===== config.mk =====
export PLATFORM = sky130hd
export DESIGN_NAME = mmio_peripherals
export DESIGN_NICKNAME = d
export VERILOG_FILES = /design/src/rtl/mmio_peripherals.sv
export SDC_FILE = /design/constraint.sdc
export NUM_CORES = 1
export LEC_CHECK = 0
export ABC_CLOCK_PERIOD_IN_PS = 5900
export BUFFER_PORTS_ARGS = -buffer_cell sky130_fd_sc_hd__buf_2
export CORE_MARGIN = 3
export CORE_UTILIZATION = 50
export CTS_BUF_LIST = sky130_fd_sc_hd__clkbuf_4
export DETAILED_ROUTE_END_ITERATION = 16
export PLACE_DENSITY = 0.71
export SYNTH_ARGS = -nofsm -noshare
export SYNTH_HDL_FRONTEND = slang
export SYNTH_SLANG_ARGS = --single-unit
export TNS_END_PERCENT = 100

===== constraint.sdc =====
create_clock -name clk -period 5.9 [get_ports clk]
set_clock_uncertainty 0.2 [all_clocks]
set_input_delay 0.295 -clock clk [delete_from_list [all_inputs] [get_ports clk]]
set_output_delay 0.295 -clock clk [all_outputs]
set_load 0.005 [all_outputs]

===== src/rtl/mmio_peripherals.sv =====
// mmio_peripherals
//   Memory-mapped peripheral block that sits next to data memory on the CPU
//   data bus and answers the 0x4000_0000..0x4000_001F window. It contains:
//   - a reloading 32-bit timer with a sticky interrupt,
//   - an 8-bit LED register,
//   - a 4-digit multiplexed 7-segment scan driver,
//   - a free-running 32-bit system tick counter.
//
// Ports
//   clk, reset      clock, asynchronous active-high reset
//   addr            byte address from the ALU (addr[1:0] ignored)
//   wdata           store data
//   MemRead         load strobe; rdata is zero unless MemRead & hit
//   MemWrite        store strobe; the write lands on the next rising edge
//   hit             combinational window decode
//   rdata           combinational read data
//   irq             timer interrupt request (TCON[2])
//   leds            LED register
//   an              digit enables, active-low, one-hot-low
//   seg             segments, active-low, {dp, g..a}; dp is always off
module mmio_peripherals #(
    parameter int SCAN_DIV = 100000
) (
    input  logic        clk,
    input  logic        reset,
    input  logic [31:0] addr,
    input  logic [31:0] wdata,
    input  logic        MemRead,
    input  logic        MemWrite,
    output logic        hit,
    output logic [31:0] rdata,
    output logic        irq,
    output logic [7:0]  leds,
    output logic [3:0]  an,
    output logic [7:0]  seg
);

    // Word offsets within the window (addr[4:2])
    localparam logic [2:0] REG_TH      = 3'd0;
    localparam logic [2:0] REG_TL      = 3'd1;
    localparam logic [2:0] REG_TCON    = 3'd2;
    localparam logic [2:0] REG_LED     = 3'd3;
    localparam logic [2:0] REG_DIGITS  = 3'd4;
    localparam logic [2:0] REG_SYSTICK = 3'd5;

    // SCAN_DIV is at most 2^20, so its terminal count fits in 20 bits.
    localparam logic [19:0] PRESC_LAST = 20'(SCAN_DIV - 1);

    logic [31:0] th_q,      th_d;
    logic [31:0] tl_q,      tl_d;
    logic [2:0]  tcon_q,    tcon_d;
    logic [7:0]  led_q,     led_d;
    logic [15:0] digits_q,  digits_d;
    logic [31:0] systick_q, systick_d;
    logic [19:0] presc_q,   presc_d;
    logic [1:0]  idx_q,     idx_d;

    logic [2:0]  word;
    logic        wr_en;
    logic        overflow;
    logic        set_irq;
    logic [3:0]  nibble;
    logic [6:0]  seg_gfedcba;
    logic        unused_addr_lsbs;

    assign unused_addr_lsbs = ^addr[1:0];

    assign hit   = (addr[31:5] == 27'h200_0000);
    assign word  = addr[4:2];
    assign wr_en = MemWrite & hit;

    // Timer overflow is evaluated from the current state only; a same-cycle
    // TCON write cannot suppress an interrupt already due this cycle.
    assign overflow = tcon_q[0] && (tl_q == 32'hFFFF_FFFF);
    assign set_irq  = overflow && tcon_q[1];

    // Active-low hex decode, bit order g..a.
    function automatic logic [6:0] hex_to_seg(input logic [3:0] h);
        case (h)
            4'h0: hex_to_seg = 7'h40;
            4'h1: hex_to_seg = 7'h79;
            4'h2: hex_to_seg = 7'h24;
            4'h3: hex_to_seg = 7'h30;
            4'h4: hex_to_seg = 7'h19;
            4'h5: hex_to_seg = 7'h12;
            4'h6: hex_to_seg = 7'h02;
            4'h7: hex_to_seg = 7'h78;
            4'h8: hex_to_seg = 7'h00;
            4'h9: hex_to_seg = 7'h10;
            4'hA: hex_to_seg = 7'h08;
            4'hB: hex_to_seg = 7'h03;
            4'hC: hex_to_seg = 7'h46;
            4'hD: hex_to_seg = 7'h21;
            4'hE: hex_to_seg = 7'h06;
            default: hex_to_seg = 7'h0E;
        endcase
    endfunction

    always_comb begin
        th_d      = th_q;
        tl_d      = tl_q;
        tcon_d    = tcon_q;
        led_d     = led_q;
        digits_d  = digits_q;
        systick_d = systick_q + 32'd1;
        presc_d   = presc_q + 20'd1;
        idx_d     = idx_q;

        if (tcon_q[0]) begin
            tl_d = overflow ? th_q : tl_q + 32'd1;
        end
        tcon_d[2] = tcon_q[2] | set_irq;

        if (presc_q == PRESC_LAST) begin
            presc_d = '0;
            idx_d   = idx_q + 2'd1;
        end

        // Software writes override the autonomous updates above, except that
        // an interrupt raised this cycle survives a write clearing bit 2.
        if (wr_en) begin
            case (word)
                REG_TH:      th_d      = wdata;
                REG_TL:      tl_d      = wdata;
                REG_TCON:    tcon_d    = {wdata[2] | set_irq, wdata[1:0]};
                REG_LED:     led_d     = wdata[7:0];
                REG_DIGITS:  digits_d  = wdata[15:0];
                REG_SYSTICK: systick_d = wdata;
                default:     ;
            endcase
        end
    end

    always_ff @(posedge clk or posedge reset) begin
        if (reset) begin
            th_q      <= '0;
            tl_q      <= '0;
            tcon_q    <= '0;
            led_q     <= '0;
            digits_q  <= '0;
            systick_q <= '0;
            presc_q   <= '0;
            idx_q     <= '0;
        end else begin
            th_q      <= th_d;
            tl_q      <= tl_d;
            tcon_q    <= tcon_d;
            led_q     <= led_d;
            digits_q  <= digits_d;
            systick_q <= systick_d;
            presc_q   <= presc_d;
            idx_q     <= idx_d;
        end
    end

    always_comb begin
        rdata = 32'h0;
        if (MemRead && hit) begin
            case (word)
                REG_TH:      rdata = th_q;
                REG_TL:      rdata = tl_q;
                REG_TCON:    rdata = {29'h0, tcon_q};
                REG_LED:     rdata = {24'h0, led_q};
                REG_DIGITS:  rdata = {16'h0, digits_q};
                REG_SYSTICK: rdata = systick_q;
                default:     rdata = 32'h0;
            endcase
        end
    end

    // Pin outputs depend only on flops, never on the bus inputs.
    assign nibble      = digits_q[idx_q*4 +: 4];
    assign seg_gfedcba = hex_to_seg(nibble);
    assign irq         = tcon_q[2];
    assign leds        = led_q;
    assign an          = ~(4'b0001 << idx_q);
    assign seg         = {1'b1, seg_gfedcba};

endmodule

==> results.sh, run 1 <==
export IMPL_yosysSeqAreaShare_pct=40.0
export IMPL_leakage_nw=4.51
export IMPL_cts_resized=0
export IMPL_cp_end_kind="flop"
export IMPL_crit_type="flop to flop"
export IMPL_clkLatencyLatePin_ps=570
export IMPL_r2r_end="tl_q[12]$_DFF_PP0_"
export IMPL_synthesis_area_mm2=0.00907
export IMPL_p_per_area_mw_per_mm2=173
export IMPL_syn_area_per_cell_um2=9.45
export IMPL_clk_path_buf_depth=2
export IMPL_numPortBuffers=118
export IMPL_cts_buffers=17
export IMPL_power_frac_comb_pct=6.3
export IMPL_synthDominantCellAreaShare_pct=40.0
export IMPL_hold_viol_final=0
export IMPL_start_kind="flop"
export IMPL_slowest_stage="nor3_2"
export IMPL_grt_util_met1_pct=37.6
export IMPL_use_met3_pct=4.75
export IMPL_crit_fanout=13
export IMPL_setup_violations=0
export IMPL_synth_warnings=0
export IMPL_gp_congestion=0.897
export IMPL_final_core_util_pct=58.9
export IMPL_switching_share_pct=24.4
export IMPL_die_area_mm2=0.0198
export IMPL_place_area_mm2=0.00971
export IMPL_syn_instance_count=960
export IMPL_cts_setup_buffers=0
export IMPL_die_h_um=141
export IMPL_holdBufCountCts=33
export IMPL_cts_tree="built"
export IMPL_drv_slew=0
export IMPL_ys_flop_type="dfrtp_1"
export IMPL_async_flop_share_pct=100
export IMPL_grt_pass1_vias=7737
export IMPL_cts_max_level=4
export IMPL_r2r_start="tl_q[3]$_DFF_PP0_"
export IMPL_core_mm2=0.0175
export IMPL_synth_nets=1041
export IMPL_die_x_um=141
export IMPL_slew_limit_headroom_pct=19.3
export IMPL_finalSetupTns_ps=0
export IMPL_wirelength_mm=25.8
export IMPL_hp_class="input port to flop"
export IMPL_yosys_area_top_type="dfrtp_1"
export IMPL_clockPowerShare_pct=38.0
export IMPL_grt_usage_pct=26.5
export IMPL_maxCapViolCount=0
export IMPL_start_util_pct=51.7
export IMPL_fin_crit_sh_pct=63.9
export IMPL_worst_pin_slew_ps=1200
export IMPL_route_vias_total=7956
export IMPL_crit_required_ps=6170
export IMPL_dr_pass1_iters=7
export IMPL_layout_drive_gt1_share_pct=19.8
export IMPL_fin_ws_ps=2130
export IMPL_clock_sinks=145
export IMPL_final_cell_area_mm2=0.0103
export IMPL_hpwl_mm=17.6
export IMPL_grt_pass1_wl_mm=41.9
export IMPL_busiest_layer="met2"
export IMPL_area_growth_syn_to_layout_pct=13.9
export IMPL_wl_per_cell_um=19.7
export IMPL_fin_crit_ps=3770
export IMPL_min_path_cells=5
export IMPL_min_to="tl_q[0]$_DFF_PP0_"
export IMPL_yosys_top_cells_count="dfrtp_1, nand2_1, nor2_1"
export IMPL_rsz0062_at_grt="false"
export IMPL_finalNetCount=1152
export IMPL_worstHoldStart="MemWrite"
export IMPL_vias_per_cell=6.08
export IMPL_r2r_cells=5
export IMPL_grt_ovfl_total=0
export IMPL_status="finished clean"
export IMPL_fill_cells=1561
export IMPL_antenna_found_initial=1
export IMPL_synth_area_top_cells="dfrtp_1, mux2_1, mux2i_1"
export IMPL_peakVddDrop_uv=142
export IMPL_synthMostInstantiatedCell="dfrtp_1"
export IMPL_ys_seq_elements=145
export IMPL_rows=48
export IMPL_fmax_ghz=0.265
export IMPL_max_stage_delay_ps=1000
export IMPL_cts_root_buf="clkbuf_4"
export IMPL_power_total_w=0.00178
export IMPL_crit_chain="nand4_1, or4_1, nor3_2, a211oi_1, o31ai_1"
export IMPL_p_sw_w=0.000436
export IMPL_synth_cell_types=69
export IMPL_grt_max_degree=105
export IMPL_antenna_left=0
export IMPL_clkTransAtPathRegs_ps=130
export IMPL_synth_edf_count=0
export IMPL_dr_first_iter_drc_count=694
export IMPL_worstPathArrival_ps=4040
export IMPL_ios=122
export IMPL_p_seq_share_pct=55.7
export IMPL_r2r_slack_ps=2130
export IMPL_p_int_w=0.00135
export IMPL_pre_cts_ws_ps=2280
export IMPL_grtUsageMet2_pct=41.6
export IMPL_route_detailed_drc=0
==> power groups by stage <==
| stage | logic (W) | clock network (W) | registers (W) |
|---|---|---|---|
| CTS | 0.000114 | 0.000690 | 0.000994 |
| detailed placement | 0.0000962 | 0 | 0.00101 |
| finish | 0.000112 | 0.000677 | 0.000994 |
| floorplan | 0.0000472 | 0 | 0.00101 |
| global placement | 0.0000957 | 0 | 0.00101 |
| global route | 0.000123 | 0.000726 | 0.000994 |
==> metrics by stage <==
stage / hold slack (ps) / instances
5_1_grt: 67.7 / 1309
4_1_cts: 59.2 / 1308
6_report: 87.6 / 1309
3_3_place_gp: 260 / 1244
2_1_floorplan: 210 / 960
3_5_place_dp: 265 / 1244
==> worst max path at each step <==
stage                       from                       to  slack (ps)  cells past startpoint
2_1_floorplan              reset  digits_q[0]$_DFFE_PP0P_        1510                      1
3_3_place_gp   tl_q[3]$_DFF_PP0_       tl_q[12]$_DFF_PP0_        2390                      5
3_5_place_dp   tl_q[3]$_DFF_PP0_       tl_q[12]$_DFF_PP0_        2280                      5
4_1_cts        tl_q[3]$_DFF_PP0_       tl_q[12]$_DFF_PP0_        2240                      5
5_1_grt        tl_q[3]$_DFF_PP0_        tl_q[8]$_DFF_PP0_        1980                      5
6_report       tl_q[3]$_DFF_PP0_       tl_q[12]$_DFF_PP0_        2130                      5
==> cell type report <==
class,instances,area [um^2],area share (%)
repair buffers,159,981,9.49
diodes,1,2.50,0.0242
well taps,225,282,2.72
clock buffers,21,158,1.53
flip-flops and latches,145,3630,35.1
multi-input cells,722,5040,48.8
clock inverters,10,138,1.33
inverters,26,103,0.993
==> kinds of logic (layout without fill, tap and decap cells) <==
group | count (synthesis) | after routing | synth area share [%]
multiplexers | 119 | 119 | 15.5
adder cells (fa/ha/maj) | 13 | 13 | 1.79
AO/OA/AOI/OAI | 165 | 165 | 11.5
other | 1 | 2 | 0.0414
buffers and inverters | 93 | 216 | 4.40
AND/OR/NAND/NOR | 361 | 361 | 20.7
flip-flops | 145 | 145 | 40.0
XOR/XNOR | 63 | 63 | 6.08
==> cells in the final DEF, fill, tap and decap left out, drive strengths merged, types with 10 or more instances in the layout <==
cell type	Yosys	layout
dfrtp	145	145
buf	29	126
nand2	92	92
nor2	82	82
mux2	67	67
o21ai	62	62
mux2i	42	42
xnor2	41	41
nand3	40	40
nor4	39	39
a21oi	35	35
dlygate4sd3	0	33
nor3	26	26
inv	24	24
xor2	22	22
clkbuf	38	21
nand4	19	19
nor2b	14	14
ha	13	13
o31ai	13	13
and3	12	12
a22oi	10	10
and4	10	10
mux4	10	10
==> metal layers <==
| layer | routed length, um | part of all wire (%) |
|---|---|---|
| met5 | 0 | 0 |
| met4 | 414 | 1.6 |
| met3 | 1750 | 6.8 |
| met2 | 12000 | 47 |
| met1 | 11500 | 45 |
==> registers in the layout (all words and copies together), names as in the netlist <==
signal     count
systick_q     32
presc_q       20
leds           8
th_q          32
idx_q          2
digits_q      16
tl_q          32
tcon_q         3
==> worst max-delay path: cells and delay by family, from the launching register on <==
kind | cells | cell delay (ps)
compound gates | 2 | 490
flops | 1 | 510
simple gates | 3 | 2450
(Power assumes the default switching activity.)
==> run 2, diff against run 1 <==
--- a/config.mk
+++ b/config.mk
@@ -5,7 +5,7 @@
 export SDC_FILE = /design/constraint.sdc
 export NUM_CORES = 1
 export LEC_CHECK = 0
-export ABC_CLOCK_PERIOD_IN_PS = 5900
+export ABC_CLOCK_PERIOD_IN_PS = 3780
 export BUFFER_PORTS_ARGS = -buffer_cell sky130_fd_sc_hd__buf_2
 export CORE_MARGIN = 3
 export CORE_UTILIZATION = 50
==> constraint.sdc (replaced) <==
create_clock -name clk -period 3.78 [get_ports clk]
set_clock_uncertainty 0.2 [all_clocks]
set_input_delay 0.189 -clock clk [delete_from_list [all_inputs] [get_ports clk]]
set_output_delay 0.189 -clock clk [all_outputs]
set_load 0.005 [all_outputs]
==> run 2 against run 1 <==
- routed wire length up 0.32%
- largest cell class unchanged
- highest routed layer unchanged
- count of clock-buffer cells in the layout decreased by 4
- register-to-register slack got worse by 1600 ps
- sequential power grew 56%
- first-iteration DRC count grew 29%
==> results.sh, run 2 (synthesis gave the netlist of run 1 again) <==
export IMPL_route_detailed_drc=0
export IMPL_die_h_um=141
export IMPL_grt_usage_pct=26.5
export IMPL_crit_required_ps=4080
export IMPL_rows=48
export IMPL_clkLatencyLatePin_ps=580
export IMPL_finalNetCount=1166
export IMPL_cts_buffers=17
export IMPL_p_sw_w=0.000728
export IMPL_grt_max_degree=61
export IMPL_maxCapViolCount=0
export IMPL_final_cells=1324
export IMPL_wl_per_cell_um=19.5
export IMPL_rsz0062_at_grt="false"
export IMPL_worst_pin_slew_ps=968
export IMPL_antenna_found_initial=1
export IMPL_cts_setup_buffers=0
export IMPL_power_frac_comb_pct=6.7
export IMPL_fin_crit_ps=3230
export IMPL_switching_share_pct=26.4
export IMPL_leakage_nw=4.58
export IMPL_status="finished clean"
export IMPL_fin_ws_ps=551
export IMPL_cp_end_kind="flop"
export IMPL_die_x_um=141
export IMPL_crit_type="flop to flop"
export IMPL_area_growth_syn_to_layout_pct=15.4
export IMPL_final_core_util_pct=59.7
export IMPL_peakVddDrop_uv=153
export IMPL_hpwl_mm=18.1
export IMPL_cts_tree="built"
export IMPL_worstPathArrival_ps=3530
export IMPL_finalSetupTns_ps=0
export IMPL_antenna_left=0
export IMPL_p_int_w=0.00203
export IMPL_ios=122
export IMPL_layout_drive_gt1_share_pct=20.5
export IMPL_crit_fanout=13
export IMPL_dpl_cell_count=1256
export IMPL_clk_path_buf_depth=2
export IMPL_route_vias_total=8047
export IMPL_power_total_w=0.00275
export IMPL_clock_sinks=145
export IMPL_wirelength_mm=25.8
export IMPL_setup_violations=0
export IMPL_start_util_pct=51.7
export IMPL_die_area_mm2=0.0198
export IMPL_core_mm2=0.0175
export IMPL_p_seq_share_pct=56.3
export IMPL_pre_cts_ws_ps=660
export IMPL_cts_root_buf="clkbuf_4"
export IMPL_start_kind="flop"
export IMPL_clockPowerShare_pct=37.0
export IMPL_vias_per_cell=6.08
export IMPL_final_cell_mix="dfrtp_1, buf_2, nand2_1"
export IMPL_p_per_area_mw_per_mm2=263
export IMPL_hold_viol_final=0
export IMPL_final_common_cell="dfrtp_1"
export IMPL_hp_class="input port to flop"
export IMPL_slew_limit_headroom_pct=35.3
export IMPL_numPortBuffers=118
export IMPL_grt_ovfl_total=0
export IMPL_fin_crit_sh_pct=85.4
export IMPL_top_regs="systick_q x32, th_q x32, tl_q x32"
export IMPL_gp_congestion=0.919
export IMPL_fmax_ghz=0.310
export IMPL_cts_max_level=4
export IMPL_drv_slew=0
export IMPL_grt_pass1_vias=7777
export IMPL_dr_pass1_iters=5
export IMPL_r2r_slack_ps=550
export IMPL_clkTransAtPathRegs_ps=150
export IMPL_grt_pass1_wl_mm=42.2
export IMPL_dr_first_iter_drc_count=895
[run 2: changes by cell type in the layout (fill, tap and decap cells not counted)]
cell | previous run | this run
clkinv_2 | 3 | 2
buf_4 | 8 | 17
clkinvlp_4 | 2 | 1
clkinv_4 | 2 | 4
clkinv_1 | 2 | 4
dlygate4sd3_1 | 33 | 35
buf_12 | 0 | 3
inv_6 | 1 | 5
clkbuf_4 | 21 | 17
bufinv_16 | 3 | 2
[run 2: stage by stage]
step                      cell area [um^2]  hold WS, ps
after floorplan                       9070          104
after global placement                9830          227
after detailed placement              9830          233
after CTS                            10500         2.84
after global routing                 10500         79.1
final                                10500         35.2
[run 2: timing repair]
item	4_1_cts	5_1_grt
hold endpoints to repair	163	0
hold buffers	35	0
resized for setup	0	0
endpoints found under the setup margin	0	0
[run 2: routing by layer]
metal | GRT usage [%] | vias to the layer above | wire length [um]
met1 | 38.3 | 3928 | 11700
li1 | - | 3729 | -
met4 | 7.80 | 0 | 498
met2 | 41.6 | 353 | 11700
met3 | 4.07 | 37 | 1950
met5 | 0 | - | 0
[run 2: worst max-delay path, cell delays in order, from the launching register on]
cell	delay, ps
dfrtp_1	520
nand4_1	480
or4_1	860
nor4_4	660
a211oi_1	210
o31ai_2	220
[run 2: cell type report]
class | count | area (um^2)
Clock inverter | 15 | 156
Fill cell | 1553 | 7070
Antenna cell | 1 | 2.50
Multi-Input combinational cell | 722 | 5040
Sequential cell | 145 | 3630
Clock buffer | 17 | 128
Tap cell | 225 | 282
Inverter | 26 | 101
Timing Repair Buffer | 173 | 1130
[run 2: final timing paths]
kind,startpoint,to,cells after the start
min,addr[21],tl_q[0]$_DFF_PP0_,6
min reg2reg,presc_q[0]$_DFF_PP0_,presc_q[0]$_DFF_PP0_,1
max reg2reg,tl_q[3]$_DFF_PP0_,tl_q[14]$_DFF_PP0_,5
max in group asynchronous,reset,tl_q[6]$_DFF_PP0_,4
max,tl_q[3]$_DFF_PP0_,tl_q[14]$_DFF_PP0_,5
min in group asynchronous,reset,systick_q[3]$_DFF_PP0_,3
[run 2: power groups by stage]
stage                     logic [W]  clock network [W]  registers [W]
after floorplan           0.0000741                  0        0.00158
after global placement     0.000155                  0        0.00158
after detailed placement   0.000155                  0        0.00158
after CTS                  0.000184            0.00104        0.00155
after global routing       0.000201            0.00110        0.00155
final                      0.000184            0.00102        0.00155
